File: config.mk
export PLATFORM = sky130hd
export DESIGN_NAME = uart_rx_os
export DESIGN_NICKNAME = d
export VERILOG_FILES = /design/src/rtl/uart_rx_os.sv
export SDC_FILE = /design/constraint.sdc
export NUM_CORES = 1
export LEC_CHECK = 0
export CORE_MARGIN = 2
export CORE_UTILIZATION = 51
export DETAILED_ROUTE_END_ITERATION = 8
export DONT_BUFFER_PORTS = 1
export PLACE_DENSITY = 0.73
export SYNTH_ARGS = -nofsm -noshare
export SYNTH_HDL_FRONTEND = slang
export SYNTH_SLANG_ARGS = --single-unit
export TNS_END_PERCENT = 30
File: constraint.sdc
create_clock -name clk -period 2.69 [get_ports clk]
set_clock_uncertainty 0.2 [all_clocks]
set_input_delay 0.1345 -clock clk [delete_from_list [all_inputs] [get_ports clk]]
set_output_delay 0.1345 -clock clk [all_outputs]
set_load 0.05 [all_outputs]
File: src/rtl/uart_rx_os.sv
// ---------------------------------------------------------------------------
// uart_rx_os
//   UART receiver with 16x oversampling. It recovers frames made of a start
//   bit, DBIT data bits sent LSB first, an optional parity bit and a stop
//   period. Each completed frame is presented on dout, together with its
//   error flags and a one-clock rx_done_tick strobe.
//
// Parameters
//   DBIT       data bits per frame (5..8)
//   SB_TICK    oversampling ticks in the stop period (16 = 1, 24 = 1.5, 32 = 2)
//   PARITY_EN  1 = a parity bit follows the data bits
//   PARITY_ODD 1 = odd parity, 0 = even parity
//
// Ports
//   clk          system clock
//   reset        asynchronous, active-high reset
//   rx           asynchronous serial line, idle high
//   s_tick       one-clock oversampling tick at 16x the baud rate
//   dout         received word, LSB aligned, upper bits zero
//   rx_done_tick one-clock strobe: frame complete, dout and flags valid
//   frame_err    stop bit sampled low on the last completed frame
//   parity_err   parity mismatch on the last completed frame
// ---------------------------------------------------------------------------
module uart_rx_os #(
  parameter int unsigned DBIT       = 8,
  parameter int unsigned SB_TICK    = 16,
  parameter bit          PARITY_EN  = 1'b0,
  parameter bit          PARITY_ODD = 1'b0
) (
  input  logic       clk,
  input  logic       reset,
  input  logic       rx,
  input  logic       s_tick,
  output logic [7:0] dout,
  output logic       rx_done_tick,
  output logic       frame_err,
  output logic       parity_err
);

  localparam int unsigned SW = 5;  // tick counter width
  localparam int unsigned NW = 3;  // bit counter width
  localparam int unsigned OW = 8;  // output word width

  localparam logic [SW-1:0] START_MID = SW'(7);
  localparam logic [SW-1:0] BIT_LAST  = SW'(15);
  localparam logic [SW-1:0] STOP_LAST = SW'(SB_TICK - 1);
  localparam logic [NW-1:0] N_LAST    = NW'(DBIT - 1);

  typedef enum logic [2:0] {
    S_IDLE,
    S_START,
    S_DATA,
    S_PARITY,
    S_STOP,
    S_WAIT_HIGH
  } state_t;

  state_t          r_state;
  logic [SW-1:0]   r_s;
  logic [NW-1:0]   r_n;
  logic [DBIT-1:0] r_shift;
  logic            r_perr;
  logic            r_sync1;
  logic            r_sync2;
  logic [OW-1:0]   r_dout;
  logic            r_done;
  logic            r_frame_err;
  logic            r_parity_err;
  logic            w_rx_s;

  // Two-flop synchronizer; resets to the idle-high line level.
  always_ff @(posedge clk or posedge reset) begin
    if (reset) begin
      r_sync1 <= 1'b1;
      r_sync2 <= 1'b1;
    end else begin
      r_sync1 <= rx;
      r_sync2 <= r_sync1;
    end
  end

  assign w_rx_s = r_sync2;

  // Frame state machine. Only IDLE and WAIT_HIGH react without s_tick.
  always_ff @(posedge clk or posedge reset) begin
    if (reset) begin
      r_state      <= S_IDLE;
      r_s          <= '0;
      r_n          <= '0;
      r_shift      <= '0;
      r_perr       <= 1'b0;
      r_dout       <= '0;
      r_done       <= 1'b0;
      r_frame_err  <= 1'b0;
      r_parity_err <= 1'b0;
    end else begin
      r_done <= 1'b0;
      case (r_state)
        S_IDLE: begin
          if (!w_rx_s) begin
            r_state <= S_START;
            r_s     <= '0;
          end
        end

        // Re-check the line in the middle of the start bit to reject glitches.
        S_START: begin
          if (s_tick) begin
            if (r_s == START_MID) begin
              r_s <= '0;
              if (!w_rx_s) begin
                r_state <= S_DATA;
                r_n     <= '0;
                r_perr  <= 1'b0;
              end else begin
                r_state <= S_IDLE;
              end
            end else begin
              r_s <= r_s + SW'(1);
            end
          end
        end

        // Sample mid-bit; shifting in at the top leaves the LSB-first word aligned.
        S_DATA: begin
          if (s_tick) begin
            if (r_s == BIT_LAST) begin
              r_s     <= '0;
              r_shift <= {w_rx_s, r_shift[DBIT-1:1]};
              if (r_n == N_LAST) begin
                r_state <= PARITY_EN ? S_PARITY : S_STOP;
              end else begin
                r_n <= r_n + NW'(1);
              end
            end else begin
              r_s <= r_s + SW'(1);
            end
          end
        end

        S_PARITY: begin
          if (s_tick) begin
            if (r_s == BIT_LAST) begin
              r_s     <= '0;
              r_perr  <= ((^r_shift) ^ w_rx_s) != PARITY_ODD;
              r_state <= S_STOP;
            end else begin
              r_s <= r_s + SW'(1);
            end
          end
        end

        // Frame completes at the end of the stop period; publish word and flags.
        S_STOP: begin
          if (s_tick) begin
            if (r_s == STOP_LAST) begin
              r_s          <= '0;
              r_done       <= 1'b1;
              r_dout       <= OW'(r_shift);
              r_frame_err  <= ~w_rx_s;
              r_parity_err <= r_perr;
              r_state      <= w_rx_s ? S_IDLE : S_WAIT_HIGH;
            end else begin
              r_s <= r_s + SW'(1);
            end
          end
        end

        // A line held low (break) yields one errored frame, then waits for idle.
        S_WAIT_HIGH: begin
          if (w_rx_s) begin
            r_state <= S_IDLE;
          end
        end

        default: begin
          r_state <= S_IDLE;
        end
      endcase
    end
  end

  assign dout         = r_dout;
  assign rx_done_tick = r_done;
  assign frame_err    = r_frame_err;
  assign parity_err   = r_parity_err;

endmodule
==> flow_metrics.tcl, run 1 <==
set metrics [dict create \
    finalCritPeriodShare_pct 81.46 \
    drive_above_1_share_pct 26.17 \
    fp.dieW_um 61.32 \
    cts_setup_buffers 0 \
    final_antenna_net_count 0 \
    synth_cell_type_count 43 \
    period_minus_slack_ps 2191 \
    post-place-ws_ps 516.4 \
    synth_ff_type "dfrtp_1" \
    final_nets 156 \
    synth_enable_flop_cells 0 \
    clkTransAtPathRegs_ps 100 \
    n_antenna_cell 0 \
    drt-initial-drc-count 28 \
    cts.sinks 33 \
    wl_per_cell_um 15.09 \
    synth-seq-cells 33 \
    cp.arrival_ps 2200 \
    p_sw_uw 342.7 \
    gp_congestion 0.8628 \
    synth_most_common_cell "dfrtp_1" \
    dr_wl_met2_mm 1.521 \
    slowest_stage "mux2_2" \
    fillers 245 \
    antenna_found_initial 0 \
    hold_end "r_s[1]" \
    wirelength_mm 2.912 \
    wl_met3_um 158 \
    grt-ovfl-total 0 \
    dieHeight_um 61.32 \
    ys_seq_area_share_pct 49.44 \
    hp-class "in -> reg" \
    yosys-top-cells-count "dfrtp_1 (31), mux2_2 (18), nand2_1 (11)" \
    syn_nets 151 \
    drv_slew 0 \
    hold_viol 0 \
    portBuffers 0 \
    status "finished, final reports clean" \
    rsz0062_at_grt "no" \
    coreArea_um2 3078 \
    clk_latency_ps 330 \
    r2r_end "dout[6]" \
    dpl_cell_area_um2 1687 \
    hold_depth 5 \
    r2r-start "r_s[0]" \
    peakVddDrop_uv 439.4 \
    worstPathMaxFanout 12 \
    max-cap-violations 0 \
    synthCells 143 \
    h-tree-depth 2 \
    area_delta_synth_final_pct 6.124 \
    syn_avg_cell_area_um2 11.72 \
    rows 20 \
    clk_path_buf_depth 2 \
    internal-power_uw 793.8 \
    cp_cell_sequence "ha_1 > and4b_1 > nand4_2 > mux2_2" \
    drc_errors 0 \
    yosysWarnings 0 \
    setup_viol 0 \
    p_leak_uw 0.0008467 \
    fin_area_um2 1778 \
    cts-root-buf "clkbuf_4" \
    slowest_delay_ps 410 \
    grt_pass1_vias 1122 \
    grt_pass1_wl_mm 5.216 \
    synthTopCellsByArea "dfrtp_1 (46%), mux2_2 (12%), xnor2_1 (4.2%), dfstp_2 (3.1%), ha_1 (3.0%)" \
    top_layer "met4" \
    max-slew-margin-rel_pct 60.70 \
    wl_met1_mm 1.175 \
    cts_tree "done" \
    yosys.area.top_type "dfrtp_1" \
    firstDrtPassIters 4 \
    initial_core_util_pct 54.43 \
    tightest_slew_ps 580.4 \
    track_usage_pct 19.40 \
    max_freq_mhz 456.4 \
    clock_power_share_pct 22.5 \
    critPathKind "reg -> reg" \
    ios 15 \
    async_flop_share_pct 100.0 \
    grt_max_degree 26 \
    synth_top_area_share_pct 46.30 \
    vias 1120 \
    synth_area_um2 1675 \
    reg2reg_depth 4 \
    die_area_um2 3760 \
    final_core_util_pct 57.76 \
    end_kind "flop" \
    viasPerCell 5.803 \
    worstHoldStart "s_tick" \
    worstPathRequired_ps 2700 \
    startpoint_type "flop" \
    cts_buffers 5 \
    switching_share_pct 30.16 \
    powerDensity_nw_per_um2 639.2 \
    fin_tns_setup_ps 0 \
    combPwrFrac_pct 22.4 \
    dp_hpwl_mm 2.048 \
    seqPwrFrac_pct 55.1 \
    setup_ws_ps 498.7 \
    regToRegSetupSlack_ps 500 \
]
## per-layer routing
metal | vias to the layer above | GRT usage, %
met2 | 35 | 32.98
met5 | - | 0
li1 | 527 | -
met1 | 550 | 23.36
met4 | 0 | 8.385
met3 | 8 | 4.832
## power by group through the flow
stage          Clock [µW]  Combinational [µW]  Sequential, µW
2_1_floorplan           0                 223             615
3_3_place_gp            0                 240             630
3_5_place_dp            0                 250             636
4_1_cts               268                 257             626
5_1_grt               288                 294             638
6_report              255                 255             627
## metrics by stage
stage,total power [µW],instances,hold slack (ps)
floorplan,837.5,143,-61.02
global placement,870.4,181,-214.2
detailed placement,886.1,181,-193.4
CTS,1151,193,69.95
global route,1220,193,102.0
finish,1137,193,76.22
## worst max-delay path, delay by kind of cell (launching register included)
family / cells / cell delay, ps
and+or+nand+nor: 2 / 770
muxes: 1 / 410
adders and majority gates: 1 / 290
DFF: 1 / 390
## layout by cell type, fill, tap and decap left out, drive strengths merged, types with 5 or more instances in the layout
cell type	count
dfrtp	31
mux2	18
nand2	11
o21ai	9
xnor2	8
clkbuf	6
nand3	5
nor3	5
## logic make-up after synthesis
family / count (synthesis) / share of synthesized area, %
DFF: 33 / 49.44
AOI/OAI and AO/OA: 28 / 12.32
muxes: 18 / 12.10
buffers and inverters: 11 / 3.958
and+or+nand+nor: 40 / 14.49
xor gates and xnor gates: 9 / 4.705
adders and majority gates: 4 / 2.987
## worst max path at each step
stage / from / end / cells after the start
floorplan: r_s[0] / r_state[0] / 6
global placement: r_s[0] / r_s[3] / 5
detailed placement: r_s[0] / dout[6] / 4
CTS: r_s[0] / dout[6] / 4
global route: r_s[0] / r_s[3] / 5
finish: r_s[0] / dout[6] / 4
## final cells by class
type	instances	area [µm²]	area share, %
Clock buffer	6	41.29	2.322
Clock inverter	2	10.01	0.5630
Inverter	4	15.01	0.8445
Multi-Input combinational cell	99	780.7	43.91
Sequential cell	33	828.3	46.59
Tap cell	44	55.05	3.096
Timing Repair Buffer	5	47.55	2.674
## registers in the layout, summed over array words and instances, names as in the netlist
signal,count
parity_err,1
frame_err,1
r_perr,1
r_sync1,1
dout,8
r_state,3
r_sync2,1
r_shift,8
r_n,3
r_s,5
rx_done_tick,1
## repair_timing
item / CTS / global route
resized for setup: 0 / 0
hold buffers: 4 / 0
hold endpoints to repair: 37 / 0
Note: power is estimated with default switching activity, not from simulation.
==> inputs of run 2 (changes only) <==
- ABC_AREA: not set -> 1
- clock period: 2.69 -> 2.3 ns (I/O delays scaled with it)
==> run 2 against run 1 <==
Synthesized cell count rose by 66%. Sequential cell count unchanged. Area after synthesis up 9.3%. Critical path depth increased by 4. Clock power is 77% higher. Non-clock buffer count unchanged. Register-to-register slack about the same. Global-route usage fell by 0.91 points. Power increased by 34%. Die area up 8.7%.
==> flow_metrics.tcl, run 2 <==
set metrics [dict create \
    synthTopCellsByArea "dfrtp_1 (42%), nand2_1 (20%), inv_1 (4.9%), o21ai_2 (4.8%), o21ai_0 (4.4%)" \
    cp_top_family "simple AND/OR/NAND/NOR gates" \
    coreArea_um2 3390 \
    async_flop_share_pct 100.0 \
    critPathKind "reg -> reg" \
    synth_most_common_cell "nand2_1" \
    end_kind "flop" \
    p_leak_uw 0.001013 \
    viasPerCell 4.949 \
    antenna_found_initial 0 \
    portBuffers 0 \
    synth-seq-cells 33 \
    cts_setup_buffers 0 \
    peakVddDrop_uv 440.2 \
    worstPathRequired_ps 2320 \
    drv_slew 0 \
    regToRegSetupSlack_ps 510 \
    cts_buffers 5 \
    startpoint_type "flop" \
    cts_tree "done" \
    hold_viol 0 \
    clkTransAtPathRegs_ps 90 \
    clk_path_buf_depth 2 \
    max-slew-margin-rel_pct 50.19 \
    synth_cell_type_count 23 \
    track_usage_pct 18.48 \
    slowest_delay_ps 400 \
    cp.arrival_ps 1810 \
    status "finished, final reports clean" \
    yosys.area.top_type "dfrtp_1" \
    hp-class "in -> reg" \
    powerDensity_nw_per_um2 764.3 \
    fp.dieW_um 63.93 \
    ys_seq_area_share_pct 45.22 \
    synthCells 237 \
    multiInputGateArea_um2 872.1 \
    most-common-layout-cells "nand2_1 (97), dfrtp_1 (31), inv_1 (24), o21ai_0 (16), nand3_1 (14)" \
    wl_per_cell_um 10.79 \
    syn_nets 245 \
    rsz0062_at_grt "no" \
    cts-root-buf "clkbuf_4" \
    worstPathMaxFanout 19 \
    drt-initial-drc-count 43 \
    firstDrtPassIters 4 \
    period_minus_slack_ps 1791 \
    grt_pass1_wl_mm 5.899 \
    max-cap-violations 0 \
    fin_area_um2 1997 \
    cp_num_buf_inv 1 \
    setup_viol 0 \
    dr_wl_met2_mm 1.344 \
    h-tree-depth 2 \
    rows 21 \
    area_delta_synth_final_pct 9.017 \
    fillers 296 \
    final_core_util_pct 58.91 \
    wl_met1_mm 1.623 \
    initial_core_util_pct 54.04 \
    drc_errors 0 \
    yosys-top-cells-count "nand2_1 (97), dfrtp_1 (31), inv_1 (24)" \
    final_antenna_net_count 0 \
    vias 1455 \
    final_common_cell "nand2_1" \
    cts.sinks 33 \
    dp_hpwl_mm 2.348 \
    yosysWarnings 0 \
    clk_latency_ps 330 \
    wl_met3_um 141 \
    grt_max_degree 21 \
    dpl_cell_area_um2 1882 \
    grt-ovfl-total 0 \
    max_freq_mhz 558.3 \
    wirelength_mm 3.171 \
    grt_pass1_vias 1353 \
    drive_above_1_share_pct 16.94 \
    synth_area_um2 1832 \
    die_area_um2 4087 \
    cp_cell_sequence "ha_1 > nand2_1 > nor3_4 > nand2_2 > nor2_4 > inv_2 > nand2_1 > o21ai_2" \
    synth_top_area_share_pct 42.35 \
    fin_tns_setup_ps 0 \
    synth_ff_type "dfrtp_1" \
    slowest_stage "dfrtp_1" \
    crit_top_cell "nand2_1" \
    tightest_slew_ps 746.3 \
    seq_area_um2 828.3 \
    ios 15 \
    syn_avg_cell_area_um2 7.729 \
    dieHeight_um 63.93 \
    gp_congestion 0.8217 \
    top_layer "met4" \
    synth_enable_flop_cells 0 \
    n_antenna_cell 0 \
    final_nets 255 \
    finalCritPeriodShare_pct 77.88 \
]
## run 2: path summary, 6_finish.rpt
check	to	cells after the start	startpoint
min in group asynchronous	rx_done_tick	2	reset
worst min register to register	r_sync2	0	r_sync1
worst min-delay path	r_sync1	1	rx
worst max register to register	frame_err	8	r_s[0]
worst max-delay path	frame_err	8	r_s[0]
max in group asynchronous	r_s[0]	3	reset
## run 2: per-stage QoR
step / total power [µW] / std cells / hold WS (ps) / worst slack, ps
3_3_place_gp: 1079 / 283 / -80.46 / 556.3
2_1_floorplan: 1002 / 237 / -80.52 / 663.6
4_1_cts: 1549 / 294 / 91.83 / 500.3
5_1_grt: 1637 / 294 / 94.32 / 307.4
6_report: 1526 / 294 / 117.5 / 508.9
3_5_place_dp: 1080 / 283 / -80.45 / 508.6
## run 2: final cells by class
class / instances / share of cell area, %
well taps: 46 / 2.882
flip-flops and latches: 33 / 41.48
inverters: 29 / 5.451
clock buffers: 7 / 2.757
clock inverters: 1 / 1.504
multi-input cells: 173 / 43.67
repair buffers: 5 / 2.256
## run 2: per-layer routing
metal / vias to the layer above / track usage (%)
met2: 28 / 27.34
met5: - / 0
met1: 645 / 25.49
met4: 0 / 7.337
met3: 7 / 5.282
li1: 775 / -
## run 2: cells by family (layout without fill, tap and decap cells)
family / after synthesis / after routing / synth area share (%)
compound gates: 29 / 29 / 10.25
xor+xnor: 1 / 1 / 0.4782
fa+ha+maj: 4 / 4 / 2.732
buf+inv: 31 / 42 / 7.172
flops: 33 / 33 / 45.22
simple gates: 139 / 139 / 34.15
## run 2: power by group
part	leakage, µW	switching (µW)	internal [µW]
Sequential	0.000409	42.4	613
Combinational	0.000559	285	133
Clock	0.0000455	193	260
Total	0.00101	520	1010
## run 2: repair_timing
item / in CTS / in global routing
resized for setup: 0 / 0
hold buffers: 3 / 0
endpoints found under the setup margin: 0 / 0
endpoints found under the hold margin: 33 / 0
==> inputs of run 3 (changes only) <==
- ABC_AREA: 1 -> 0
- PLACE_DENSITY: 0.73 -> 0.76
- clock period: 2.3 -> 1.6 ns (I/O delays scaled with it)
==> run 3 against run 2 <==
The flow now finishes with violations (setup timing). Largest cell class unchanged. First-iteration DRC count increased by 110%. Power increased by 50%. Largest power group unchanged. Non-clock buffer count increased by 48. Hold slack got worse by 54 ps. Via count decreased by 8.0%. Global-route usage increased by 5.4 points.
==> flow_metrics.tcl, run 3 (same netlist as run 1, synthesis figures left out) <==
set metrics [dict create \
    grt_pass1_wl_mm 6.237 \
    dieHeight_um 61.32 \
    peakVddDrop_uv 608.0 \
    die_area_um2 3760 \
    n_antenna_cell 0 \
    powerDensity_nw_per_um2 1003 \
    final_core_util_pct 74.02 \
    h-tree-depth 2 \
    ios 15 \
    drv_slew 0 \
    area_delta_synth_final_pct 36.00 \
    critPathKind "reg -> reg" \
    vias 1338 \
    hp-class "in -> async" \
    fp.dieW_um 61.32 \
    setup_viol 31 \
    p_leak_uw 0.001150 \
    tightest_slew_ps 441.8 \
    worstPathRequired_ps 1650 \
    viasPerCell 5.552 \
    max_freq_mhz 503.1 \
    firstDrtPassIters 4 \
    dpl_cell_area_um2 2069 \
    startpoint_type "flop" \
    grt_pass1_vias 1362 \
    status "finished with violations" \
    cts_buffers 5 \
    clk_latency_ps 350 \
    drt-initial-drc-count 92 \
    clkTransAtPathRegs_ps 110 \
    final_antenna_net_count 0 \
    slowest_delay_ps 430 \
    final_nets 204 \
    worstPathMaxFanout 4 \
    antenna_found_initial 0 \
    portBuffers 0 \
    dp_hpwl_mm 2.525 \
    fin_tns_setup_ps -8378 \
    grt_max_degree 34 \
    slowest_stage "dfrtp_1" \
    gp_congestion 0.8572 \
    most-common-layout-cells "buf_4 (49), dfrtp_1 (30), mux2_4 (11), nand2_1 (10), xnor2_1 (8)" \
    end_kind "flop" \
    wl_per_cell_um 16.27 \
    cts-root-buf "clkbuf_4" \
    setup_ws_ps -387.8 \
    finalCritPeriodShare_pct 124.2 \
    track_usage_pct 23.92 \
    max-slew-margin-rel_pct 70.57 \
    coreArea_um2 3078 \
    hold_viol 0 \
    initial_core_util_pct 54.43 \
    rows 20 \
    rsz0062_at_grt "yes" \
    drc_errors 0 \
    final_common_cell "buf_4" \
    max-cap-violations 0 \
    cp.arrival_ps 2040 \
    wirelength_mm 3.922 \
    period_minus_slack_ps 1988 \
    cts_tree "done" \
    fin_area_um2 2278 \
    grt-ovfl-total 0 \
    cp_cell_sequence "ha_4 > and4b_2 > o311a_1 > a21o_2 > a32o_2" \
    cts.sinks 33 \
    clk_path_buf_depth 2 \
    drive_above_1_share_pct 51.27 \
    failed_checks "setup timing" \
    whs_ps 63.66 \
]
[run 3: cell types whose count changed in the layout (fill, tap and decap cells not counted), sizes merged, moves of 4 or more]
| cell | previous run | this run |
|---|---|---|
| buf | 2 | 50 |
| nand2 | 103 | 11 |
| o21ai | 27 | 9 |
| nand2b | 0 | 4 |
| xnor2 | 0 | 8 |
| inv | 29 | 4 |
| mux2 | 0 | 18 |
| a21oi | 0 | 4 |
| nand3 | 15 | 5 |
| nor2 | 15 | 3 |
| a22o | 0 | 4 |
[run 3: layer usage]
| layer | vias up | track usage (%) | share of wire [%] |
|---|---|---|---|
| li1 | 627 | - | - |
| met3 | 11 | 9.034 | 5.5 |
| met4 | 0 | 10.25 | 1.8 |
| met5 | - | 0 | 0 |
| met1 | 655 | 28.13 | 41 |
| met2 | 45 | 39.21 | 51 |
[run 3: layout make-up]
| class | count | area (µm²) |
|---|---|---|
| fillers | 204 | 799.5 |
| well taps | 44 | 55.05 |
| flip-flops and latches | 33 | 829.5 |
| inverters | 4 | 15.01 |
| clock inverters | 3 | 17.52 |
| repair buffers | 53 | 409.1 |
| multi-input cells | 99 | 914.6 |
| clock buffers | 5 | 37.54 |
[run 3: timing repair]
action	4_1_cts	5_1_grt
endpoints found under the hold margin	49	0
hold buffers	3	0
resized for setup	18	2
pin swaps	5	4
cloned	0	0
setup endpoints to repair	31	31
setup buffers	4	4
[run 3: final timing paths]
| kind | start | end | slack (ps) | depth (start not counted) |
|---|---|---|---|---|
| worst min-delay path | reset | r_state[0] | 60 | 3 |
| worst max register to register | r_s[0] | r_state[0] | -390 | 5 |
| min in group clk | rx | r_sync1 | 80 | 1 |
| max in group asynchronous | reset | r_sync2 | 790 | 3 |
| worst max-delay path | r_s[0] | r_state[0] | -390 | 5 |
| worst min register to register | r_sync1 | r_sync2 | 160 | 0 |
[run 3: stage by stage]
stage                     setup slack [ps]  total power (µW)  instances
after floorplan                     -378.0              1435        143
after global placement              -356.8              1635        223
after detailed placement            -419.6              1677        223
after CTS                           -390.6              2258        238
after global routing                -431.3              2433        241
final                               -387.8              2286        241
[run 3: critical path: cells and delay by family (launching register included)]
| kind | cells | cell delay, ps |
|---|---|---|
| AOI/OAI and AO/OA | 3 | 790 |
| DFF | 1 | 430 |
| and+or+nand+nor | 1 | 280 |
| adders and majority gates | 1 | 180 |
[run 3: power by group]
group | internal, µW | switching [µW] | leakage, µW | total (µW)
clock network | 165 | 306 | 0.0000310 | 472
logic | 466 | 305 | 0.000685 | 771
registers | 934 | 109 | 0.000434 | 1040
total | 1570 | 720 | 0.00115 | 2290
